`src/rtl/gdp_host_pkg.sv`:
```
// Shared types and constants for the GDP host driver slice.
// expected_sum() is used only when GDP_HOST_CHECK_EN is defined.
package gdp_host_pkg;

  localparam int DATA_W             = 8;
  localparam int START_CYCLES_DEF   = 2;
  localparam int RESTART_CYCLES_DEF = 2;
  localparam int TIMEOUT_CYCLES_DEF = 255;

  typedef enum logic [2:0] {
    IDLE    = 3'd0,
    START   = 3'd1,
    WAIT    = 3'd2,
    RESTART = 3'd3,
    RESP    = 3'd4
  } state_t;

  // Closed-form triangular number, truncated to the GDP result width.
  function automatic logic [DATA_W-1:0] expected_sum(input logic [DATA_W-1:0] n);
    logic [15:0] prod;
    prod = ({8'd0, n} * ({8'd0, n} + 16'd1)) >> 1'b1;
    return prod[DATA_W-1:0];
  endfunction

endpackage

```
`src/rtl/gdp_pulse_gen.sv`:
```
// Active-low pulse of CYCLES clocks on trigger; last flags the final low cycle.
module gdp_pulse_gen #(
  parameter int unsigned CYCLES = 2
) (
  input  logic clk,
  input  logic restart,
  input  logic trigger,
  output logic pulse_n,
  output logic last
);

  localparam logic [3:0] LOAD = 4'(CYCLES);

  logic [3:0] cnt_r;
  logic       pulse_n_r;

  // Down-counter: load on trigger, release the pin when the count expires.
  always_ff @(posedge clk) begin
    if (restart) begin
      cnt_r     <= 4'd0;
      pulse_n_r <= 1'b1;
    end else if (trigger) begin
      cnt_r     <= LOAD;
      pulse_n_r <= 1'b0;
    end else if (cnt_r == 4'd1) begin
      cnt_r     <= 4'd0;
      pulse_n_r <= 1'b1;
    end else if (cnt_r != 4'd0) begin
      cnt_r     <= cnt_r - 4'd1;
      pulse_n_r <= pulse_n_r;
    end else begin
      cnt_r     <= 4'd0;
      pulse_n_r <= 1'b1;
    end
  end

  assign pulse_n = pulse_n_r;
  assign last    = (cnt_r == 4'd1);

endmodule

```
`src/rtl/gdp_host_driver.sv`:
```
// Initiator for the GDP start/restart/done handshake with job/result valid-ready ports.
// Defining GDP_HOST_CHECK_EN adds the rsp_mismatch port and its reference check.
module gdp_host_driver
  import gdp_host_pkg::*;
#(
  parameter int unsigned START_CYCLES   = START_CYCLES_DEF,
  parameter int unsigned RESTART_CYCLES = RESTART_CYCLES_DEF,
  parameter int unsigned TIMEOUT_CYCLES = TIMEOUT_CYCLES_DEF,
  parameter int unsigned TO_W           = 16
) (
  input  logic              clk,
  input  logic              restart,
  input  logic              req_valid,
  input  logic [DATA_W-1:0] req_n,
  output logic              req_ready,
  output logic              gdp_start_n,
  output logic              gdp_restart_n,
  output logic [DATA_W-1:0] gdp_n,
  input  logic [DATA_W-1:0] gdp_sum,
  input  logic              gdp_done,
  output logic              rsp_valid,
  output logic [DATA_W-1:0] rsp_sum,
  output logic              rsp_timeout,
`ifdef GDP_HOST_CHECK_EN
  output logic              rsp_mismatch,
`endif
  input  logic              rsp_ready,
  output logic              busy
);

  localparam logic [TO_W-1:0] TO_LIMIT = TO_W'(TIMEOUT_CYCLES);
  localparam logic [TO_W-1:0] TO_ONE   = {{(TO_W-1){1'b0}}, 1'b1};
  localparam logic [TO_W-1:0] TO_MAX   = {TO_W{1'b1}};

  state_t            state_r, state_s;
  logic [DATA_W-1:0] gdp_n_r, gdp_n_s;
  logic [DATA_W-1:0] rsp_sum_r, rsp_sum_s;
  logic              rsp_timeout_r, rsp_timeout_s;
  logic              rsp_valid_r, rsp_valid_s;
  logic              req_ready_r, busy_r;
  logic [TO_W-1:0]   to_cnt_r, to_cnt_s, to_inc_s;
  logic              to_hit_s;
  logic              start_trig_s, restart_trig_s;
  logic              start_last_s, restart_last_s;

  // Saturating increment so a huge limit never wraps back to zero.
  assign to_inc_s = (to_cnt_r == TO_MAX) ? to_cnt_r : (to_cnt_r + TO_ONE);
  assign to_hit_s = (to_inc_s >= TO_LIMIT);

  gdp_pulse_gen #(.CYCLES(START_CYCLES)) u_start_pulse (
    .clk     (clk),
    .restart (restart),
    .trigger (start_trig_s),
    .pulse_n (gdp_start_n),
    .last    (start_last_s)
  );

  gdp_pulse_gen #(.CYCLES(RESTART_CYCLES)) u_restart_pulse (
    .clk     (clk),
    .restart (restart),
    .trigger (restart_trig_s),
    .pulse_n (gdp_restart_n),
    .last    (restart_last_s)
  );

  // Next-state and next-output values for the job sequencer.
  always_comb begin
    state_s        = state_r;
    gdp_n_s        = gdp_n_r;
    rsp_sum_s      = rsp_sum_r;
    rsp_timeout_s  = rsp_timeout_r;
    rsp_valid_s    = rsp_valid_r;
    to_cnt_s       = to_cnt_r;
    start_trig_s   = 1'b0;
    restart_trig_s = 1'b0;
    case (state_r)
      IDLE: begin
        if (req_valid && req_ready_r) begin
          gdp_n_s      = req_n;
          start_trig_s = 1'b1;
          state_s      = START;
        end else begin
          state_s = IDLE;
        end
      end
      START: begin
        if (start_last_s) begin
          to_cnt_s = {TO_W{1'b0}};
          state_s  = WAIT;
        end else begin
          state_s = START;
        end
      end
      WAIT: begin
        to_cnt_s = to_inc_s;
        // done has priority over a timeout landing on the same cycle
        if (gdp_done) begin
          rsp_sum_s      = gdp_sum;
          rsp_timeout_s  = 1'b0;
          restart_trig_s = 1'b1;
          state_s        = RESTART;
        end else if (to_hit_s) begin
          rsp_sum_s      = {DATA_W{1'b0}};
          rsp_timeout_s  = 1'b1;
          restart_trig_s = 1'b1;
          state_s        = RESTART;
        end else begin
          state_s = WAIT;
        end
      end
      RESTART: begin
        if (restart_last_s) begin
          rsp_valid_s = 1'b1;
          state_s     = RESP;
        end else begin
          state_s = RESTART;
        end
      end
      RESP: begin
        if (rsp_ready) begin
          rsp_valid_s = 1'b0;
          to_cnt_s    = {TO_W{1'b0}};
          state_s     = IDLE;
        end else begin
          state_s = RESP;
        end
      end
      default: begin
        rsp_valid_s = 1'b0;
        state_s     = IDLE;
      end
    endcase
  end

  // State and registered outputs.
  always_ff @(posedge clk) begin
    if (restart) begin
      state_r       <= IDLE;
      gdp_n_r       <= {DATA_W{1'b0}};
      rsp_sum_r     <= {DATA_W{1'b0}};
      rsp_timeout_r <= 1'b0;
      rsp_valid_r   <= 1'b0;
      to_cnt_r      <= {TO_W{1'b0}};
      req_ready_r   <= 1'b1;
      busy_r        <= 1'b0;
    end else begin
      state_r       <= state_s;
      gdp_n_r       <= gdp_n_s;
      rsp_sum_r     <= rsp_sum_s;
      rsp_timeout_r <= rsp_timeout_s;
      rsp_valid_r   <= rsp_valid_s;
      to_cnt_r      <= to_cnt_s;
      req_ready_r   <= (state_s == IDLE);
      busy_r        <= (state_s != IDLE);
    end
  end

`ifdef GDP_HOST_CHECK_EN
  logic rsp_mismatch_r;

  // Compare the captured sum against the closed form; timeouts never flag.
  always_ff @(posedge clk) begin
    if (restart) begin
      rsp_mismatch_r <= 1'b0;
    end else if ((state_r == WAIT) && gdp_done) begin
      rsp_mismatch_r <= (gdp_sum != expected_sum(gdp_n_r));
    end else if ((state_r == WAIT) && to_hit_s) begin
      rsp_mismatch_r <= 1'b0;
    end else begin
      rsp_mismatch_r <= rsp_mismatch_r;
    end
  end

  assign rsp_mismatch = rsp_mismatch_r;
`endif

  assign req_ready   = req_ready_r;
  assign gdp_n       = gdp_n_r;
  assign rsp_valid   = rsp_valid_r;
  assign rsp_sum     = rsp_sum_r;
  assign rsp_timeout = rsp_timeout_r;
  assign busy        = busy_r;

endmodule

```
`config.mk`:
```
export PLATFORM = sky130hd
export DESIGN_NAME = gdp_host_driver
export DESIGN_NICKNAME = d
export VERILOG_FILES = /design/src/rtl/gdp_host_pkg.sv /design/src/rtl/gdp_pulse_gen.sv /design/src/rtl/gdp_host_driver.sv
export SDC_FILE = /design/constraint.sdc
export NUM_CORES = 1
export LEC_CHECK = 0
export ABC_AREA = 1
export CAP_MARGIN = 30
export CORE_MARGIN = 5
export CORE_UTILIZATION = 50
export CTS_CLUSTER_DIAMETER = 40
export DETAILED_ROUTE_END_ITERATION = 8
export GPL_ROUTABILITY_DRIVEN = 0
export GPL_TIMING_DRIVEN = 0
export PLACE_DENSITY = 0.76
export SLEW_MARGIN = 20
export SYNTH_ARGS = -nofsm -noshare
export SYNTH_HDL_FRONTEND = slang
export SYNTH_HIERARCHICAL = 1
export SYNTH_SLANG_ARGS = --single-unit
```
`constraint.sdc`:
```
create_clock -name clk -period 2.95 [get_ports clk]
set_input_delay 0.59 -clock clk [delete_from_list [all_inputs] [get_ports clk]]
set_output_delay 0.59 -clock clk [all_outputs]
set_load 0.05 [all_outputs]
```
==> flow_summary.json <==
{
  "outcome": "finished clean",
  "slew_viol_final": 0,
  "netlist_area_sq_mm": 0.00261,
  "syn_area_per_cell_sq_um": 6.54,
  "path_max_fanout": 10,
  "pwr_density_cell_mw_per_mm2": 448,
  "synthDistinctLibCells": 29,
  "skew_ns": 0.00625,
  "final_nets": 469,
  "area_delta_synth_final_pct": 23.5,
  "dp_hpwl_mm": 4.44,
  "layout-drive-gt1-share_pct": 14.7,
  "dp_cells": 510,
  "setup_tns_ns": 0,
  "finalCriticalPeriod_ns": 2.53,
  "root_buffer": "clkbuf_8",
  "detailedPlace.worstSlack_ns": 0.426,
  "synth_cells": 399,
  "fin_cells": 518,
  "grt.total_usage_pct": 19.7,
  "yosysWarnings": 6,
  "post_cts_resized": 0,
  "drt_pass1_iterations": 4,
  "grt_start_max_net_pins": 17,
  "cts_buffers": 5,
  "core-area_sq_mm": 0.00507,
  "cp_data_required_time_ns": 3.15,
  "clkLatencyLatePin_ns": 0.30,
  "io_buffers": 41,
  "drt.antenna.violating_nets": 0,
  "hold_viol_final": 0,
  "synth-seq-cells": 49,
  "hold_path_depth": 2,
  "hold_path_class": "flip-flop to flip-flop",
  "maxCapViolCount": 0,
  "vdd_drop_max_mv": 0.335,
  "clock_path_buffers": 2,
  "cts_hold_buffers": 0,
  "clkTransAtPathRegs_ns": 0.09,
  "clock-sinks": 49,
  "drc": 0,
  "min_period_over_period_pct": 85.9,
  "power_leakage_nw": 1.32,
  "fillers": 479,
  "setup_viol": 0,
  "vias": 2559,
  "ys_seq_area_share_pct": 37.6,
  "reg2reg_to": "u_restart_pulse/cnt_r[0]",
  "r2r-start": "to_cnt_r[0]",
  "fp.dieH_um": 82.3,
  "criticalPathCategory": "flip-flop to flip-flop",
  "worst_pin_slew_ns": 0.519,
  "diodes": 0,
  "postCtsSetupRepairBufs": 0,
  "cts_tree": "yes",
  "antenna_found_initial": 0,
  "routed_wl_mm": 5.91,
  "overflow": 0,
  "dieArea_sq_mm": 0.00677,
  "end_kind": "flip-flop",
  "wl_per_cell_um": 11.4,
  "worstHoldEndpoint": "gdp_n[6]",
  "drt_iter0_markers": 137,
  "maxSlewHeadroom_pct": 65.3,
  "arrival_ns": 2.73,
  "pin_count": 43,
  "final_util_pct": 63.5,
  "start_util_pct": 51.4,
  "htreeDepth": 2,
  "timing.final.ws_setup_ns": 0.417,
  "power.total_w": 0.00144,
  "rsz0062_at_grt": "false",
  "fmax_mhz": 395,
  "hold_start": "gdp_n[6]",
  "r2r_slack_ns": 0.42,
  "fp.dieW_um": 82.3,
  "rows": 26,
  "grt_pass1_vias": 2421,
  "reg2regPathDepth": 19,
  "critPathLaunchType": "flip-flop",
  "routed_via_density": 4.94,
  "grt_pass1_wl_mm": 10.4,
  "synth_nets": 421
}
kinds of logic after synthesis:
logic type	share of synthesized area [%]
AO/OA/AOI/OAI	9.64
XOR/XNOR	1.34
adder cells (fa/ha/maj)	0.479
buffers and inverters	8.68
flip-flops	37.6
AND/OR/NAND/NOR	42.3
cells in the mapped netlist, drive strengths merged:
cell | count | area (sq um)
o21ai | 11 | 55.1
a41oi | 1 | 8.76
nand2 | 144 | 581
clkbuf | 7 | 26.3
nand3 | 24 | 138
xor2 | 3 | 26.3
o21bai | 3 | 22.5
ha | 1 | 12.5
nor2 | 60 | 308
xnor2 | 1 | 8.76
buf | 2 | 15.0
a21oi | 33 | 165
nor3 | 2 | 15.0
or2 | 4 | 25.0
dfxtp | 49 | 981
clkinv | 1 | 3.75
nand4 | 6 | 37.5
inv | 47 | 181
area by class of cell:
class | instances | area, sq um | area share (%)
Inverter | 48 | 185 | 5.75
Multi-Input combinational cell | 293 | 1400 | 43.5
Buffer | 9 | 41.3 | 1.28
Sequential cell | 49 | 981 | 30.4
Clock inverter | 3 | 46.3 | 1.44
Timing Repair Buffer | 41 | 410 | 12.7
Tap cell | 70 | 87.6 | 2.72
Clock buffer | 5 | 68.8 | 2.14
registers in the layout (all words and copies together), names as in the netlist:
signal	cells
busy	1
gdp_n	8
req_ready	1
rsp_sum	8
rsp_timeout	1
rsp_valid	1
state_r	3
to_cnt_r	16
u_restart_pulse/cnt_r	4
u_restart_pulse/pulse_n	1
u_start_pulse/cnt_r	4
u_start_pulse/pulse_n	1
per-layer routing:
metal	routed length, um	track usage [%]	vias to the layer above
met1	2570	22.7	1166
met5	0	0	-
met4	104	7.48	0
met2	2900	34.0	46
met3	329	5.86	8
li1	-	-	1339
metrics by stage:
step	instance area (sq um)	hold WS (ns)
after floorplan	2610	0.444
final	3220	0.470
after detailed placement	3110	0.458
after global routing	3220	0.499
after global placement	3110	0.450
after CTS	3220	0.474
report_power, final:
group	switching (W)	leakage [nW]	internal, W
clock network	0.000231	0.0543	0.000254
registers	0.0000190	0.397	0.000687
logic	0.000162	0.865	0.0000896
total	0.000412	1.32	0.00103
layout by cell type, fill, tap and decap left out, drive strengths merged:
master	Yosys	layout
a21oi	33	33
a41oi	1	1
buf	2	2
bufinv	0	1
clkbuf	7	12
clkdlybuf4s50	0	41
clkinv	1	2
clkinvlp	0	1
dfxtp	49	49
ha	1	1
inv	47	47
nand2	144	144
nand3	24	24
nand4	6	6
nor2	60	60
nor3	2	2
o21ai	11	11
o21bai	3	3
or2	4	4
xnor2	1	1
xor2	3	3
how the worst max path moves through the flow:
stage	start	to	slack [ns]	cells past startpoint
final	to_cnt_r[0]	u_restart_pulse/cnt_r[0]	0.42	19
after global routing	to_cnt_r[0]	u_restart_pulse/cnt_r[2]	0.18	17
after CTS	to_cnt_r[0]	u_restart_pulse/cnt_r[0]	0.42	19
after detailed placement	to_cnt_r[0]	u_restart_pulse/cnt_r[0]	0.43	19
after global placement	to_cnt_r[0]	u_restart_pulse/cnt_r[0]	0.47	19
after floorplan	to_cnt_r[0]	u_restart_pulse/cnt_r[0]	0.82	19
critical path, stage by stage (launching register included):
cell and delay [ns]:
dfxtp_1 0.46, ha_1 0.34, inv_2 0.07, nor2_4 0.12, nand2_2 0.10, inv_2 0.08, nand2_2 0.08, buf_6 0.15
nand2_1 0.09, nand2_1 0.06, nor2_2 0.12, nand3_2 0.12, nand3_4 0.12, nand2_4 0.12, inv_6 0.14, inv_2 0.04
nand2_1 0.07, inv_1 0.05, nand2_2 0.08, nor2_1 0.04
Note: power is estimated with default switching activity, not from simulation.
